`src/rtl/multi_key_beep.sv`:
```
// ---------------------------------------------------------------------------
// multi_key_beep
//   Debounces KEY_NUM active-low push keys and, on a debounced press, sounds a
//   buzzer for (index+1) bursts of BEEP_ON_CYC on / BEEP_OFF_CYC off. Presses
//   arriving while a sequence is running are flagged but otherwise ignored.
//
// Ports
//   sys_clk    : system clock, rising edge
//   sys_rst    : synchronous active-high reset
//   key        : raw asynchronous keys, active-low
//   key_state  : debounced key levels, active-low
//   key_flag   : one-cycle pulse per channel on a debounced press
//   beep       : buzzer drive, 1 = sounding
//   busy       : 1 while a beep sequence is running
// ---------------------------------------------------------------------------
module multi_key_beep #(
    parameter int          KEY_NUM      = 4,
    parameter logic [19:0] CNT_MAX      = 20'd999_999,
    parameter logic [24:0] BEEP_ON_CYC  = 25'd5_000_000,
    parameter logic [24:0] BEEP_OFF_CYC = 25'd5_000_000
) (
    input  logic               sys_clk,
    input  logic               sys_rst,
    input  logic [KEY_NUM-1:0] key,
    output logic [KEY_NUM-1:0] key_state,
    output logic [KEY_NUM-1:0] key_flag,
    output logic               beep,
    output logic               busy
);

    // Debounce counter only needs to reach CNT_MAX-1; keep at least 1 bit.
    localparam int DB_W = (CNT_MAX > 20'd2) ? $clog2(CNT_MAX) : 1;
    localparam logic [DB_W-1:0] DB_LAST = DB_W'(CNT_MAX - 20'd1);

    localparam logic [24:0] CYC_MAX = (BEEP_ON_CYC > BEEP_OFF_CYC) ? BEEP_ON_CYC : BEEP_OFF_CYC;
    localparam int CYC_W = (CYC_MAX > 25'd2) ? $clog2(CYC_MAX) : 1;
    localparam logic [CYC_W-1:0] ON_LAST  = CYC_W'(BEEP_ON_CYC - 25'd1);
    localparam logic [CYC_W-1:0] OFF_LAST = CYC_W'(BEEP_OFF_CYC - 25'd1);

    // Burst target is 1..KEY_NUM.
    localparam int BURST_W = (KEY_NUM > 1) ? $clog2(KEY_NUM + 1) : 1;

    typedef enum logic [1:0] {
        IDLE     = 2'd0,
        BEEP_ON  = 2'd1,
        BEEP_OFF = 2'd2
    } state_t;

    logic [KEY_NUM-1:0] r_key_meta;
    logic [KEY_NUM-1:0] r_key_sync;
    logic [KEY_NUM-1:0] r_key_state;
    logic [KEY_NUM-1:0] r_key_flag;
    logic [DB_W-1:0]    r_db_cnt [KEY_NUM];

    state_t             r_fsm;
    logic [CYC_W-1:0]   r_cyc;
    logic [BURST_W-1:0] r_burst;
    logic [BURST_W-1:0] r_target;
    logic               r_beep;
    logic               r_busy;

    logic               w_any_flag;
    logic [BURST_W-1:0] w_sel_n;

    // ---------------- synchronizer + per-channel debounce ----------------
    always_ff @(posedge sys_clk) begin
        if (sys_rst) begin
            r_key_meta  <= '1;
            r_key_sync  <= '1;
            r_key_state <= '1;
            r_key_flag  <= '0;
            for (int i = 0; i < KEY_NUM; i++) r_db_cnt[i] <= '0;
        end else begin
            r_key_meta <= key;
            r_key_sync <= r_key_meta;
            r_key_flag <= '0;
            for (int i = 0; i < KEY_NUM; i++) begin
                if (r_key_sync[i] == r_key_state[i]) begin
                    r_db_cnt[i] <= '0;
                end else if (r_db_cnt[i] == DB_LAST) begin
                    // Stable long enough: adopt the new level. Flag only
                    // presses, and in the same edge so it lines up with
                    // the first cycle key_state reads 0.
                    r_db_cnt[i]    <= '0;
                    r_key_state[i] <= r_key_sync[i];
                    r_key_flag[i]  <= ~r_key_sync[i];
                end else begin
                    r_db_cnt[i] <= r_db_cnt[i] + 1'b1;
                end
            end
        end
    end

    // Lowest flagged channel wins: scan high to low so the last hit sticks.
    always_comb begin
        w_sel_n = '0;
        for (int i = KEY_NUM - 1; i >= 0; i--) begin
            if (r_key_flag[i]) w_sel_n = BURST_W'(i + 1);
        end
    end

    assign w_any_flag = |r_key_flag;

    // ---------------- beep sequencer ----------------
    always_ff @(posedge sys_clk) begin
        if (sys_rst) begin
            r_fsm    <= IDLE;
            r_cyc    <= '0;
            r_burst  <= '0;
            r_target <= '0;
            r_beep   <= 1'b0;
            r_busy   <= 1'b0;
        end else begin
            case (r_fsm)
                IDLE: begin
                    if (w_any_flag) begin
                        r_fsm    <= BEEP_ON;
                        r_target <= w_sel_n;
                        r_burst  <= BURST_W'(1);
                        r_cyc    <= '0;
                        r_beep   <= 1'b1;
                        r_busy   <= 1'b1;
                    end
                end
                BEEP_ON: begin
                    if (r_cyc == ON_LAST) begin
                        r_fsm  <= BEEP_OFF;
                        r_cyc  <= '0;
                        r_beep <= 1'b0;
                    end else begin
                        r_cyc <= r_cyc + 1'b1;
                    end
                end
                BEEP_OFF: begin
                    if (r_cyc == OFF_LAST) begin
                        r_cyc <= '0;
                        if (r_burst == r_target) begin
                            r_fsm   <= IDLE;
                            r_burst <= '0;
                            r_busy  <= 1'b0;
                        end else begin
                            r_fsm   <= BEEP_ON;
                            r_burst <= r_burst + 1'b1;
                            r_beep  <= 1'b1;
                        end
                    end else begin
                        r_cyc <= r_cyc + 1'b1;
                    end
                end
                default: begin
                    r_fsm  <= IDLE;
                    r_cyc  <= '0;
                    r_beep <= 1'b0;
                    r_busy <= 1'b0;
                end
            endcase
        end
    end

    assign key_state = r_key_state;
    assign key_flag  = r_key_flag;
    assign beep      = r_beep;
    assign busy      = r_busy;

endmodule

```
`config.mk`:
```
export PLATFORM = sky130hd
export DESIGN_NAME = multi_key_beep
export DESIGN_NICKNAME = d
export VERILOG_FILES = /design/src/rtl/multi_key_beep.sv
export SDC_FILE = /design/constraint.sdc
export NUM_CORES = 1
export LEC_CHECK = 0
export CAP_MARGIN = 20
export CORE_MARGIN = 2
export CORE_UTILIZATION = 60
export CTS_CLUSTER_DIAMETER = 50
export DETAILED_ROUTE_END_ITERATION = 10
export PLACE_DENSITY = 0.78
export RECOVER_POWER = 25
export SKIP_CTS_REPAIR_TIMING = 1
export SLEW_MARGIN = 20
export SYNTH_ARGS = -nofsm -noshare
export SYNTH_HDL_FRONTEND = slang
export SYNTH_SLANG_ARGS = --single-unit
```
`constraint.sdc`:
```
create_clock -name sys_clk -period 4.78 [get_ports sys_clk]
set_input_delay 0.956 -clock sys_clk [delete_from_list [all_inputs] [get_ports sys_clk]]
set_output_delay 0.956 -clock sys_clk [all_outputs]
set_load 0.01 [all_outputs]
```
==> impl_metrics.yaml, run 1 <==
status:
  status: "finished, final reports clean"
floorplan:
  io_pins: 16
  start_util_pct: 61.4
  die_h_um: 109
  dieArea_sq_um: 11900
  core_area_sq_um: 10800
  die_w_um: 109
  rows: 38
clocking:
  cts_buffers: 17
  clockRootBuffer: "clkbuf_8"
  cts.sinks: 129
  clkTransAtPathRegs_ns: 0.06
  clk_latency_ns: 0.53
  ctsHtreeMaxLevel: 4
  clockBufferDepth: 2
  cts_tree: "yes"
critical_path:
  path_buf_inv: 2
  crit_family: "buffers and inverters"
  required_ns: 5.03
  path_cells: "dlygate4sd3_1, clkbuf_1, or3_1, nor2_1"
  crit_type: "input pin to register"
  crit_path_start_kind: "input pin"
  cp_slowest_cell: "clkbuf_1"
  end_kind: "register"
  max_stage_delay_ns: 0.93
  arrival_ns: 3.39
  critical_path.max_fanout: 29
synthesis:
  synth_top_area_cell: "edfxtp_1"
  synth.distinct_cells: 53
  syn_area_sq_um: 6650
  async_flop_share_pct: 0
  ys_warn_count: 0
  netlist_instances: 671
  synth-main-ff-cell: "edfxtp_1"
  synth.top_cells.by_count: "nor2_1, edfxtp_1, dfxtp_1, xor2_1, nand3_1"
  synthTopCellsByArea: "edfxtp_1, dfxtp_1, nor2_1"
  post-synth-top-count-cell: "nor2_1"
  seq_area_frac_synth_pct: 50.8
  synth_top_area_share_pct: 36.1
  synth.avg_cell_area_sq_um: 9.92
  synth_edf_count: 80
  synth-seq-cells: 129
grt:
  grt_pass1_wl_um: 21700
  antenna_found_initial: 0
  grt_pass1_vias: 4833
  grt_max_degree: 30
  grt.total_usage_pct: 23.2
  gr-total-overflow: 0
sta:
  rsz0062_at_grt: "no"
  hold_viol: 0
  setup_viol: 0
  worst_hold_slack_ns: 0.404
  timing.fmax_mhz: 319
  post-route-min-period_ns: 3.13
  min_period_over_period_pct: 65.5
  finalSetupTns_ns: 0
  relSlewSlack_pct: 19.2
  maxSlewViolCount: 0
  worst_pin_slew_ns: 1.21
  clock_skew_ns: 0.00642
final_layout:
  post-route-util_pct: 70.7
  layout-drive-gt1-share_pct: 5.93
  final_nets: 783
  syn_to_final_growth_pct: 15.2
  diodes: 0
job:
  maxCapViolations: 0
drt:
  wl_um: 12800
  drcViolationCount: 0
  ant_nets: 0
  first_pass_iters: 5
  wire_per_inst_um: 14.0
  dr_total_vias: 5042
  dr.first_iter.drc_count: 399
  vias_per_cell: 5.50
power:
  total_power_mw: 2.46
  powerDensity_nw_per_um2: 321
  vdd_drop_max_mv: 0.290
  leakagePower_nw: 2.67
place:
  io_buffers: 15
  dp_hpwl_um: 8650
  gp_congestion: 0.825
worst_hold_path:
  hp-class: "register to register"
==> cell type report <==
type	count	area, sq um
clock buffers	17	414
fillers	823	3170
flip-flops and latches	129	3380
inverters	16	60.1
clock inverters	15	77.6
multi-input cells	583	3400
repair buffers	16	154
well taps	140	175
==> per-layer routing <==
layer / vias up / GRT usage, % / share of wire, % / wire [um]
li1: 2506 / - / - / -
met1: 2389 / 28.6 / 44 / 5700
met2: 124 / 39.1 / 50 / 6400
met3: 23 / 5.69 / 4.0 / 514
met4: 0 / 9.58 / 1.6 / 206
met5: - / 0 / 0 / 0
==> where the power goes <==
group	switching (mW)	total, mW	internal (mW)
Clock	0.459	1.08	0.618
Sequential	0.0397	1.26	1.22
Combinational	0.0765	0.125	0.0485
==> worst paths after layout <==
check                                 from                           end  slack, ns  cells past startpoint
setup / recovery                   sys_rst  r_db_cnt[0][3]$_SDFFCE_PN0P_       1.65                      4
hold / removal    r_key_meta[2]$_SDFF_PP1_      r_key_sync[2]$_SDFF_PP1_       0.40                      1
setup reg to reg     r_fsm[1]$_SDFFE_PP0P_         r_cyc[6]$_SDFFE_PP0P_       1.78                      6
hold reg to reg   r_key_meta[2]$_SDFF_PP1_      r_key_sync[2]$_SDFF_PP1_       0.40                      1
==> layout by cell type (no fill, tap or decap), types with 5 or more instances in the layout <==
| cell | Yosys | routed |
|---|---|---|
| or2_2 | 11 | 11 |
| or3_1 | 9 | 9 |
| nand4_1 | 24 | 24 |
| xor2_1 | 49 | 49 |
| nor3_1 | 14 | 14 |
| clkbuf_16 | 0 | 16 |
| dfxtp_1 | 49 | 49 |
| ha_1 | 14 | 14 |
| and4_1 | 11 | 11 |
| nor4_1 | 16 | 16 |
| a21oi_1 | 11 | 11 |
| a211o_1 | 5 | 5 |
| nand3_1 | 46 | 46 |
| nand2b_1 | 5 | 5 |
| clkinv_2 | 0 | 8 |
| conb_1 | 1 | 80 |
| and3_1 | 11 | 11 |
| nor2b_1 | 5 | 5 |
| inv_1 | 16 | 16 |
| o21ai_0 | 8 | 8 |
| nor2_1 | 125 | 125 |
| nand2_1 | 43 | 43 |
| edfxtp_1 | 80 | 80 |
| xnor2_1 | 44 | 44 |
| clkdlybuf4s50_1 | 0 | 12 |
| nor4b_1 | 6 | 6 |
==> per-stage QoR <==
step                      setup WS [ns]  cell area, sq um  cells
after global placement             1.88              7180    884
after global routing               1.45              7670    916
after detailed placement           1.81              7180    884
final                              1.65              7670    916
after CTS                          1.84              7670    916
after floorplan                    2.47              6950    750
==> registers in the layout, indices dropped and copies added (netlist names) <==
signal / cells
r_key_sync: 4
r_key_meta: 4
r_db_cnt: 80
r_target: 3
r_cyc: 23
key_state: 4
r_fsm: 2
r_burst: 3
busy: 1
key_flag: 4
beep: 1
==> cell families (layout without fill, tap and decap cells) <==
kind of cell,count (synthesis),in the layout,share of synthesized area (%)
compound gates,49,49,5.17
flops,129,129,50.8
buf+inv,38,64,2.43
other cells,1,80,0.0564
simple gates,346,346,26.5
fa+ha+maj,14,14,2.63
xor+xnor,93,93,12.2
mux,1,1,0.150
No activity file was read; power rests on OpenSTA's default activity.
==> run 2: changes to the inputs <==
- CORE_UTILIZATION: 60 -> 56
- PLACE_DENSITY: 0.78 -> 0.76
- clock period: 4.78 -> 2.7 ns (I/O delays scaled with it)
==> run 2 against run 1 <==
Net effect: the flow now finishes with violations (design-rule violations); sequential power up 77%; final cell count rose by 1.4%; cell area increased by 2.7%; setup slack worse by 1.5 ns; global-route usage fell by 2.8 points; register-to-register slack got worse by 1.6 ns; critical endpoint is now r_db_cnt[2][9]$_SDFFCE_PN0P_.
==> impl_metrics.yaml, run 2 (same netlist as run 1, synthesis figures left out) <==
status:
  status: "finished with violations"
  violations: "design-rule violations"
drt:
  dr_total_vias: 5012
  ant_nets: 0
  wl_um: 12300
  dr.first_iter.drc_count: 415
  first_pass_iters: 7
  vias_per_cell: 5.40
  wire_per_inst_um: 13.2
  drcViolationCount: 1
floorplan:
  io_pins: 16
  rows: 39
  start_util_pct: 57.8
  core_area_sq_um: 11500
  dieArea_sq_um: 12800
  die_h_um: 113
  die_w_um: 113
place:
  dp.cells: 897
  gp_congestion: 0.802
  io_buffers: 15
  pre_cts_ws_ns: 0.205
  place_area_sq_um: 7260
  dp_hpwl_um: 8560
final_layout:
  post-route-util_pct: 68.4
  layout_commonest_cell: "nor2_1"
  final_cells: 929
  top_register: "r_db_cnt"
  seqCellArea_sq_um: 3380
  layout_common_cells: "nor2_1, edfxtp_1, conb_1"
  layout-drive-gt1-share_pct: 7.25
  fin_area_sq_um: 7870
  diodes: 0
  multiInputGateArea_sq_um: 3410
  final_nets: 793
  syn_to_final_growth_pct: 18.3
  top_regs: "r_db_cnt x80, r_cyc x23"
  n_fill_cell: 901
  largest_reg_flops: 80
sta:
  worst_hold_slack_ns: 0.411
  rsz0062_at_grt: "no"
  setup_viol: 0
  min_period_over_period_pct: 92.7
  clock_skew_ns: 0.00570
  finalSetupTns_ns: 0
  hold_viol: 0
  setup_ws_ns: 0.196
  timing.fmax_mhz: 399
  worst_pin_slew_ns: 0.792
  relSlewSlack_pct: 46.7
  maxSlewViolCount: 0
  post-route-min-period_ns: 2.50
grt:
  grt_max_degree: 21
  grt.total_usage_pct: 20.4
  grt-busiest-layer: "met2"
  antenna_found_initial: 0
  use_met2_pct: 32.4
  gr-total-overflow: 0
  grt_pass1_wl_um: 20900
  grt_util_met3_pct: 6.75
  grtUsageMet1_pct: 26.2
  grt_pass1_vias: 4676
critical_path:
  required_ns: 2.86
  worstReg2RegStart: "r_db_cnt[2][11]$_SDFFCE_PN0P_"
  crit_path_start_kind: "register"
  critical_path.max_fanout: 10
  rr_worst_depth: 6
  r2r_slack_ns: 0.20
  crit_type: "register to register"
  r2r-end: "r_db_cnt[2][9]$_SDFFCE_PN0P_"
  end_kind: "register"
  arrival_ns: 2.67
worst_hold_path:
  hp-start: "r_key_meta[2]$_SDFF_PP1_"
  hold_path_end: "r_key_sync[2]$_SDFF_PP1_"
  hold_depth: 1
  hp-class: "register to register"
clocking:
  clockBufferDepth: 2
  cts.sinks: 129
  clockRootBuffer: "clkbuf_16"
  clkTransAtPathRegs_ns: 0.05
  ctsHtreeMaxLevel: 4
  clk_latency_ns: 0.41
  cts_buffers: 17
  cts_tree: "yes"
job:
  maxCapViolations: 0
power:
  leakagePower_nw: 2.78
  total_power_mw: 4.79
  vdd_drop_max_mv: 0.532
  powerDensity_nw_per_um2: 609
run 2: cell count changes in the layout (fill, tap and decap cells not counted), sizes merged:
| cell | before | now |
|---|---|---|
| clkdlybuf4s50 | 12 | 4 |
| dlygate4sd3 | 3 | 11 |
| clkbuf | 18 | 27 |
| buf | 0 | 7 |
| clkinvlp | 3 | 1 |
| bufinv | 0 | 2 |
| clkinv | 12 | 6 |
run 2: layout make-up:
cell class,instances,share of cell area [%]
sequential,129,43.0
clock inverter,9,1.24
clock buffer,23,6.63
timing repair buffer,26,2.77
inverter,16,0.763
tap,143,2.27
multi-input combinational,583,43.3
run 2: worst max-delay path by stage:
stage | startpoint | endpoint
3_5_place_dp | r_db_cnt[2][11]$_SDFFCE_PN0P_ | r_db_cnt[2][6]$_SDFFCE_PN0P_
2_1_floorplan | r_db_cnt[2][11]$_SDFFCE_PN0P_ | r_db_cnt[2][8]$_SDFFCE_PN0P_
5_1_grt | r_fsm[0]$_SDFFE_PP0P_ | r_cyc[6]$_SDFFE_PP0P_
4_1_cts | r_db_cnt[2][11]$_SDFFCE_PN0P_ | r_db_cnt[2][6]$_SDFFCE_PN0P_
3_3_place_gp | r_db_cnt[2][11]$_SDFFCE_PN0P_ | r_db_cnt[2][11]$_SDFFCE_PN0P_
6_report | r_db_cnt[2][11]$_SDFFCE_PN0P_ | r_db_cnt[2][9]$_SDFFCE_PN0P_
run 2: layer usage:
layer,vias to the layer above,routed length [um]
li1,2528,-
met1,2374,5730
met2,99,5940
met3,11,523
met4,0,104
met5,-,0
run 2: critical path, stage by stage (launching register included):
cell and delay [ns]:
edfxtp_1 0.43, or4_1 0.52, or3_1 0.32, or4_4 0.56, nand2_1 0.17, buf_4 0.20, nor2_1 0.06
run 2: power breakdown:
group          total (mW)  switching (mW)  internal, mW
clock                2.34           0.798          1.54
combinational       0.226           0.135        0.0915
sequential           2.23          0.0696          2.16
